## config.mk

```make
export PLATFORM = sky130hd
export DESIGN_NAME = tmp10x_reg_ctrl
export DESIGN_NICKNAME = d
export VERILOG_FILES = /design/src/rtl/tmp10x_reg_ctrl.sv
export SDC_FILE = /design/constraint.sdc
export NUM_CORES = 1
export LEC_CHECK = 0
export BUFFER_PORTS_ARGS = -buffer_cell sky130_fd_sc_hd__buf_2
export CORE_MARGIN = 2
export CORE_UTILIZATION = 61
export CTS_BUF_LIST = sky130_fd_sc_hd__clkbuf_8
export DETAILED_ROUTE_END_ITERATION = 7
export PLACE_DENSITY_LB_ADDON = 0.12
export SYNTH_ARGS = -nofsm -noshare
export SYNTH_HDL_FRONTEND = slang
export SYNTH_SLANG_ARGS = --single-unit
export TNS_END_PERCENT = 30
```

## constraint.sdc

```tcl
create_clock -name clk -period 5.1 [get_ports clk]
set_input_delay 0.51 -clock clk [delete_from_list [all_inputs] [get_ports clk]]
set_output_delay 0.51 -clock clk [all_outputs]
set_load 0.02 [all_outputs]
```

## src/rtl/tmp10x_reg_ctrl.sv

```systemverilog
// TMP10X-style register/transaction controller: pointer decode, register
// write/read sequencing, conversion control and the ALERT thermostat.
module tmp10x_reg_ctrl #(
  parameter int          TEMP_WIDTH = 12,
  parameter logic [7:0]  CONFIG_RST = 8'h00,
  parameter logic [15:0] TLOW_RST   = 16'h4B00,
  parameter logic [15:0] THIGH_RST  = 16'h5000
) (
  input  logic                  clk,
  input  logic                  rst_n,
  input  logic                  start,
  input  logic                  stop,
  input  logic                  addr_hit,
  input  logic                  rorw,
  input  logic                  rx_valid,
  input  logic [7:0]            rx_data,
  input  logic                  tx_req,
  output logic [7:0]            tx_data,
  input  logic                  temp_valid,
  input  logic [TEMP_WIDTH-1:0] temp_in,
  output logic                  conv_en,
  output logic                  oneshot,
  output logic                  alert,
  output logic [1:0]            pointer
);

  localparam int          PAD      = 16 - TEMP_WIDTH;
  localparam logic [15:0] THR_MASK = 16'hFFFF << PAD;

  localparam logic [2:0] ST_IDLE = 3'd0;
  localparam logic [2:0] ST_PTR  = 3'd1;
  localparam logic [2:0] ST_WMSB = 3'd2;
  localparam logic [2:0] ST_WLSB = 3'd3;
  localparam logic [2:0] ST_WIGN = 3'd4;
  localparam logic [2:0] ST_RD   = 3'd5;

  logic [2:0]            state;
  logic [15:0]           temp_reg;
  logic [7:0]            shadow;
  logic [6:0]            cfg;
  logic [15:0]           tlow;
  logic [15:0]           thigh;
  logic [7:0]            msb_hold;
  logic                  rd_lsb;
  logic [2:0]            fault_cnt;
  logic                  alert_int;
  logic                  side;
  logic                  os_pending;

  logic                  abort;
  logic                  cfg_wr;
  logic                  thr_wr;
  logic                  rd_req;
  logic                  os_req;
  logic [6:0]            cfg_nxt;
  logic [15:0]           tlow_nxt;
  logic [15:0]           thigh_nxt;
  logic                  temp_acc;
  logic [TEMP_WIDTH-1:0] temp_m;
  logic                  hi;
  logic                  lo;
  logic                  armed;
  logic                  cond;
  logic [2:0]            limit;
  logic [2:0]            cnt_base;
  logic                  alert_base;
  logic [2:0]            cnt_nxt;
  logic                  alert_nxt;
  logic                  side_nxt;
  logic [7:0]            rd_byte;

  assign abort   = start | stop;
  assign cfg_wr  = !abort && rx_valid && (state == ST_WMSB) && (pointer == 2'd1);
  assign thr_wr  = !abort && rx_valid && (state == ST_WLSB);
  assign rd_req  = !abort && tx_req && (state == ST_RD);
  assign os_req  = cfg_wr && rx_data[7] && rx_data[0];
  assign conv_en = !cfg[0];

  // A CONFIG/threshold commit in the same cycle as a conversion result takes
  // effect before that result is evaluated.
  always_comb begin
    cfg_nxt   = cfg_wr ? rx_data[6:0] : cfg;
    tlow_nxt  = (thr_wr && pointer == 2'd2) ? ({msb_hold, rx_data} & THR_MASK) : tlow;
    thigh_nxt = (thr_wr && pointer == 2'd3) ? ({msb_hold, rx_data} & THR_MASK) : thigh;
  end

  always_comb begin
    int zs;
    zs = TEMP_WIDTH - 9 - int'(cfg_nxt[6:5]);
    if (zs < 0) zs = 0;
    temp_m   = temp_in & ({TEMP_WIDTH{1'b1}} << zs);
    temp_acc = temp_valid && (!cfg_nxt[0] || os_pending);
    hi       = $signed(temp_m) >= $signed(thigh_nxt[15 -: TEMP_WIDTH]);
    lo       = $signed(temp_m) <  $signed(tlow_nxt[15 -: TEMP_WIDTH]);
    case (cfg_nxt[4:3])
      2'd0:    limit = 3'd1;
      2'd1:    limit = 3'd2;
      2'd2:    limit = 3'd4;
      default: limit = 3'd6;
    endcase
  end

  // In interrupt mode the armed side is tracked separately because a read
  // clears alert_int without changing which threshold is watched next.
  always_comb begin
    cnt_base   = (cfg_wr && (rx_data[4:3] != cfg[4:3] || rx_data[1] != cfg[1])) ? 3'd0 : fault_cnt;
    alert_base = (rd_req && cfg_nxt[1]) ? 1'b0 : alert_int;
    armed      = cfg_nxt[1] ? side : alert_int;
    cond       = armed ? lo : hi;
    cnt_nxt    = cnt_base;
    alert_nxt  = alert_base;
    side_nxt   = side;
    if (temp_acc) begin
      if (cond) begin
        if (({1'b0, cnt_base} + 4'd1) >= {1'b0, limit}) begin
          alert_nxt = !alert_base;
          side_nxt  = !armed;
          cnt_nxt   = 3'd0;
        end else begin
          cnt_nxt = cnt_base + 3'd1;
        end
      end else begin
        cnt_nxt = 3'd0;
      end
    end
  end

  always_comb begin
    case (pointer)
      2'd0:    rd_byte = rd_lsb ? shadow : temp_reg[15:8];
      2'd1:    rd_byte = {1'b0, cfg};
      2'd2:    rd_byte = rd_lsb ? tlow[7:0] : tlow[15:8];
      default: rd_byte = rd_lsb ? thigh[7:0] : thigh[15:8];
    endcase
  end

  // Transaction sequencing; START/STOP always return to IDLE keeping the pointer.
  always_ff @(posedge clk or negedge rst_n) begin
    if (!rst_n) begin
      state    <= ST_IDLE;
      pointer  <= 2'd0;
      msb_hold <= 8'h00;
      rd_lsb   <= 1'b0;
      tx_data  <= 8'h00;
      shadow   <= 8'h00;
    end else if (abort) begin
      state <= ST_IDLE;
    end else begin
      case (state)
        ST_IDLE: if (addr_hit) begin
          state  <= rorw ? ST_RD : ST_PTR;
          rd_lsb <= 1'b0;
        end
        ST_PTR: if (rx_valid) begin
          pointer <= rx_data[1:0];
          state   <= (rx_data[1:0] == 2'd0) ? ST_WIGN : ST_WMSB;
        end
        ST_WMSB: if (rx_valid) begin
          msb_hold <= rx_data;
          state    <= (pointer == 2'd1) ? ST_WIGN : ST_WLSB;
        end
        ST_WLSB: if (rx_valid) state <= ST_WIGN;
        ST_WIGN: state <= ST_WIGN;
        ST_RD: if (tx_req) begin
          rd_lsb  <= !rd_lsb;
          tx_data <= rd_byte;
          if (pointer == 2'd0 && !rd_lsb) shadow <= temp_reg[7:0];
        end
        default: state <= ST_IDLE;
      endcase
    end
  end

  always_ff @(posedge clk or negedge rst_n) begin
    if (!rst_n) begin
      cfg        <= CONFIG_RST[6:0];
      tlow       <= TLOW_RST;
      thigh      <= THIGH_RST;
      temp_reg   <= 16'h0000;
      fault_cnt  <= 3'd0;
      alert_int  <= 1'b0;
      side       <= 1'b0;
      os_pending <= 1'b0;
      oneshot    <= 1'b0;
      alert      <= !CONFIG_RST[2];
    end else begin
      cfg       <= cfg_nxt;
      tlow      <= tlow_nxt;
      thigh     <= thigh_nxt;
      fault_cnt <= cnt_nxt;
      alert_int <= alert_nxt;
      side      <= side_nxt;
      oneshot   <= os_req;
      alert     <= alert_nxt ^ !cfg_nxt[2];
      if (temp_acc) temp_reg <= 16'(temp_m) << PAD;
      if (os_req) os_pending <= 1'b1;
      else if (!cfg_nxt[0] || (temp_valid && os_pending)) os_pending <= 1'b0;
    end
  end

endmodule
```

==> flow_metrics.py <==
metrics = {
    "status": {
        "result_of_the_run": "finished clean",
    },
    "critical_path": {
        "worst_setup_path_start_kind": "register",
        "critical_path.endpoint_type": "register",
        "regToRegSetupSlack_ps": 940,
        "crit_fanout": 11,
        "path_cells": "nor4b_2 -> and2_1 -> mux2i_1 -> ha_1 -> and4_1 -> and2_1 -> a221o_1 -> a31oi_1 -> or3b_4 -> o2111ai_2 -> xnor3_1",
        "timing_worst_setup_path_type": "reg2reg",
        "timing.critical_path.arrival_ps": 4450,
        "timing.critical_path.slowest_stage_cell": "sky130_fd_sc_hd__and2_1",
        "worst_ep_required_time_ps": 5390,
        "max_incr_delay_on_cp_ps": 660,
        "crit_top_cell": "sky130_fd_sc_hd__and2_1",
    },
    "synth": {
        "synthesis.area_sq_mm": 0.00432,
        "yosys_warnings": 0,
        "synth-edff-count": 0,
        "synth_top_cells_by_area": "sky130_fd_sc_hd__dfrtp_1 41%, sky130_fd_sc_hd__mux2_2 9.1%, sky130_fd_sc_hd__ha_1 7.8%",
        "synth_largest_area_cell": "sky130_fd_sc_hd__dfrtp_1",
        "synth.distinct_cells": 60,
        "synthesis.instances": 393,
        "ys_async_sr_fraction": 1.00,
        "synth_area_per_cell_sq_um": 11.0,
        "commonest_register_cell_after_synthesis": "sky130_fd_sc_hd__dfrtp_1",
        "mappedNetlistNets": 449,
        "synth_seq_cells": 77,
        "synth_top_area_share": 0.406,
        "synth_seq_area_share": 0.448,
    },
    "clock_tree": {
        "cts_sinks": 77,
        "clock-root-buffer": "sky130_fd_sc_hd__clkbuf_8",
        "clock_tree.buffer_depth": 2,
        "tritoncts.num_buffers": 9,
        "cts_htree_levels": 3,
        "clk_pin_slew_ps": 80,
        "postCtsHoldBufs": 0,
        "total_of_cells_resized_after_clock_tree_synthesis": 0,
        "clock_latency_ps": 360,
        "cts_tree": "done",
        "cts_post_setup_buffers_inserted": 0,
    },
    "detailed_routing": {
        "route.detailed.wl_per_inst_um": 19.2,
        "post_drt_via_cell_ratio": 6.00,
        "ant_nets": 0,
        "drt_first_pass_iters": 4,
        "drc": 0,
        "drt_iter0_markers": 171,
        "routed-via-count": 3184,
        "finalWirelength_um": 10200,
    },
    "cells_and_area": {
        "antenna_cells_inserted": 0,
        "final_net_count": 487,
        "share_of_cells_above_drive_strength_1": 0.251,
        "syn_to_final_growth_pct": 9.88,
        "final_cell_area_sq_mm": 0.00475,
        "final_cell_count_no_fill": 531,
    },
    "hold_path": {
        "hold_class": "in2async",
    },
    "die": {
        "total_die_area_sq_mm": 0.00777,
        "boundaryPins": 42,
        "row_count": 30,
        "initial_utilization": 0.632,
        "die_width_um": 88.1,
        "dieHeight_um": 88.1,
        "fp.coreArea_sq_mm": 0.00683,
    },
    "pwr": {
        "vdd_ir_max_v": 0.000169,
        "p_leak_nw": 2.47,
        "p_total_mw": 1.36,
        "p_per_area_mw_per_mm2": 287,
    },
    "global_route": {
        "number_of_global_route_vias_before_repair": 3183,
        "largest_net_degree_at_the_start_of_global_routing": 78,
        "gr-total-overflow": 0,
        "grt_antenna_before_repair": 0,
        "grt_use_total": 0.285,
        "global_route_wire_length_before_repair_um": 16300,
    },
    "job": {
        "cap_viol_max_count": 0,
    },
    "timing": {
        "final_max_slew_viol_count": 0,
        "slew-limit-headroom": 0.359,
        "unrepaired_setup_endpoints_after_global_routing": "false",
        "fin_crit_sh": 0.816,
        "final.setup_skew_ps": 8.73,
        "setup_violations": 0,
        "period_minus_slack_ps": 4160,
        "finalHoldViolations": 0,
        "setup_tns_ps": 0,
        "maximum_clock_frequency_ghz": 0.240,
        "timing_worst_slew_pin_value_ps": 961,
        "hold_ws_ps": 298,
    },
    "place": {
        "dpl.hpwl_um": 7450,
        "placedCellCount": 516,
        "finalWeightedCongestion": 0.898,
        "port-buffer-count": 41,
        "postPlaceCellArea_sq_mm": 0.00459,
    },
}
==> worst max-delay path: cells and delay by family (launching register included) <==
family	cells	cell delay (ps)
adders and majority gates	1	290
and+or+nand+nor	5	1990
AOI/OAI and AO/OA	3	630
xor gates and xnor gates	1	350
DFF	1	500
muxes	1	320
==> synthesized netlist by cell type (3+ instances only) <==
cell and number:
sky130_fd_sc_hd__a211oi_1 3, sky130_fd_sc_hd__a21o_1 3, sky130_fd_sc_hd__a21oi_1 25, sky130_fd_sc_hd__a22o_1 4, sky130_fd_sc_hd__a22oi_1 4, sky130_fd_sc_hd__a31oi_1 4, sky130_fd_sc_hd__and2_1 4, sky130_fd_sc_hd__and3_1 6
sky130_fd_sc_hd__buf_2 3, sky130_fd_sc_hd__clkbuf_1 9, sky130_fd_sc_hd__dfrtp_1 70, sky130_fd_sc_hd__dfstp_2 7, sky130_fd_sc_hd__ha_1 27, sky130_fd_sc_hd__inv_1 36, sky130_fd_sc_hd__mux2_2 35, sky130_fd_sc_hd__mux2i_1 31
sky130_fd_sc_hd__mux4_2 4, sky130_fd_sc_hd__nand2_1 14, sky130_fd_sc_hd__nand2b_1 3, sky130_fd_sc_hd__nand3_1 5, sky130_fd_sc_hd__nor2_1 24, sky130_fd_sc_hd__nor2b_1 5, sky130_fd_sc_hd__nor3_1 5, sky130_fd_sc_hd__o211ai_1 3
sky130_fd_sc_hd__o21a_1 5, sky130_fd_sc_hd__o21ai_0 12, sky130_fd_sc_hd__xnor2_1 4
==> logic make-up (layout without fill, tap and decap cells) <==
kind of cell | after synthesis | count (layout) | share of synthesized area
and+or+nand+nor | 78 | 78 | 0.0968
muxes | 70 | 70 | 0.184
adders and majority gates | 27 | 27 | 0.0782
buffers and inverters | 52 | 94 | 0.0478
DFF | 77 | 77 | 0.448
AOI/OAI and AO/OA | 83 | 83 | 0.130
xor gates and xnor gates | 6 | 6 | 0.0154
==> area by class of cell <==
type | count | area (sq um)
Tap cell | 96 | 120
Fill cell | 557 | 2090
Clock inverter | 5 | 21.3
Sequential cell | 77 | 1940
Multi-Input combinational cell | 264 | 2180
Clock buffer | 10 | 138
Inverter | 37 | 139
Timing Repair Buffer | 42 | 215
==> layout by cell type (no fill, tap or decap), types with 2 or more instances in the layout <==
| cell type | instances |
|---|---|
| sky130_fd_sc_hd__dfrtp_1 | 70 |
| sky130_fd_sc_hd__buf_2 | 40 |
| sky130_fd_sc_hd__inv_1 | 39 |
| sky130_fd_sc_hd__mux2_2 | 35 |
| sky130_fd_sc_hd__mux2i_1 | 31 |
| sky130_fd_sc_hd__ha_1 | 27 |
| sky130_fd_sc_hd__a21oi_1 | 25 |
| sky130_fd_sc_hd__nor2_1 | 24 |
| sky130_fd_sc_hd__nand2_1 | 14 |
| sky130_fd_sc_hd__o21ai_0 | 12 |
| sky130_fd_sc_hd__clkbuf_8 | 10 |
| sky130_fd_sc_hd__dfstp_2 | 7 |
| sky130_fd_sc_hd__and3_1 | 6 |
| sky130_fd_sc_hd__nand3_1 | 5 |
| sky130_fd_sc_hd__nor2b_1 | 5 |
| sky130_fd_sc_hd__o21a_1 | 5 |
| sky130_fd_sc_hd__nor3_1 | 5 |
| sky130_fd_sc_hd__and2_1 | 4 |
| sky130_fd_sc_hd__xnor2_1 | 4 |
| sky130_fd_sc_hd__a22o_1 | 4 |
| sky130_fd_sc_hd__a31oi_1 | 4 |
| sky130_fd_sc_hd__mux4_2 | 4 |
| sky130_fd_sc_hd__a22oi_1 | 4 |
| sky130_fd_sc_hd__o211ai_1 | 3 |
| sky130_fd_sc_hd__nand2b_1 | 3 |
| sky130_fd_sc_hd__a21o_1 | 3 |
| sky130_fd_sc_hd__a211oi_1 | 3 |
| sky130_fd_sc_hd__nor4b_2 | 2 |
| sky130_fd_sc_hd__a211o_1 | 2 |
| sky130_fd_sc_hd__nand4_1 | 2 |
| sky130_fd_sc_hd__o2bb2ai_1 | 2 |
| sky130_fd_sc_hd__clkinv_2 | 2 |
| sky130_fd_sc_hd__buf_4 | 2 |
==> worst paths after layout <==
kind / start / end / cells after the start
min in group clk: temp_valid / os_pending$_DFFE_PN0P_ / 2
max reg2reg: state[2]$_DFFE_PN0P_ / alert$_DFF_PN1_ / 11
max in group asynchronous: rst_n / cfg[6]$_DFF_PN0_ / 1
min: rst_n / temp_reg[10]$_DFFE_PN0P_ / 1
max: state[2]$_DFFE_PN0P_ / alert$_DFF_PN1_ / 11
min reg2reg: temp_reg[11]$_DFFE_PN0P_ / temp_reg[11]$_DFFE_PN0P_ / 1
==> metrics by stage <==
stage               setup slack [ps]   util
global placement                 938  0.671
global route                     625  0.695
finish                           940  0.695
floorplan                       1250      -
CTS                              949  0.695
detailed placement               874  0.671
==> routing by layer <==
layer	vias up	part of all wire	track usage
met1	1573	0.45	0.378
met5	-	0	0
met4	0	0.037	0.140
met2	95	0.46	0.461
li1	1491	-	-
met3	25	0.051	0.0443
==> power breakdown <==
part	switching, mW	internal, mW	total, mW
registers	0.0356	0.649	0.685
clock network	0.218	0.180	0.399
logic	0.158	0.120	0.278
Note: power is estimated with default switching activity, not from simulation.
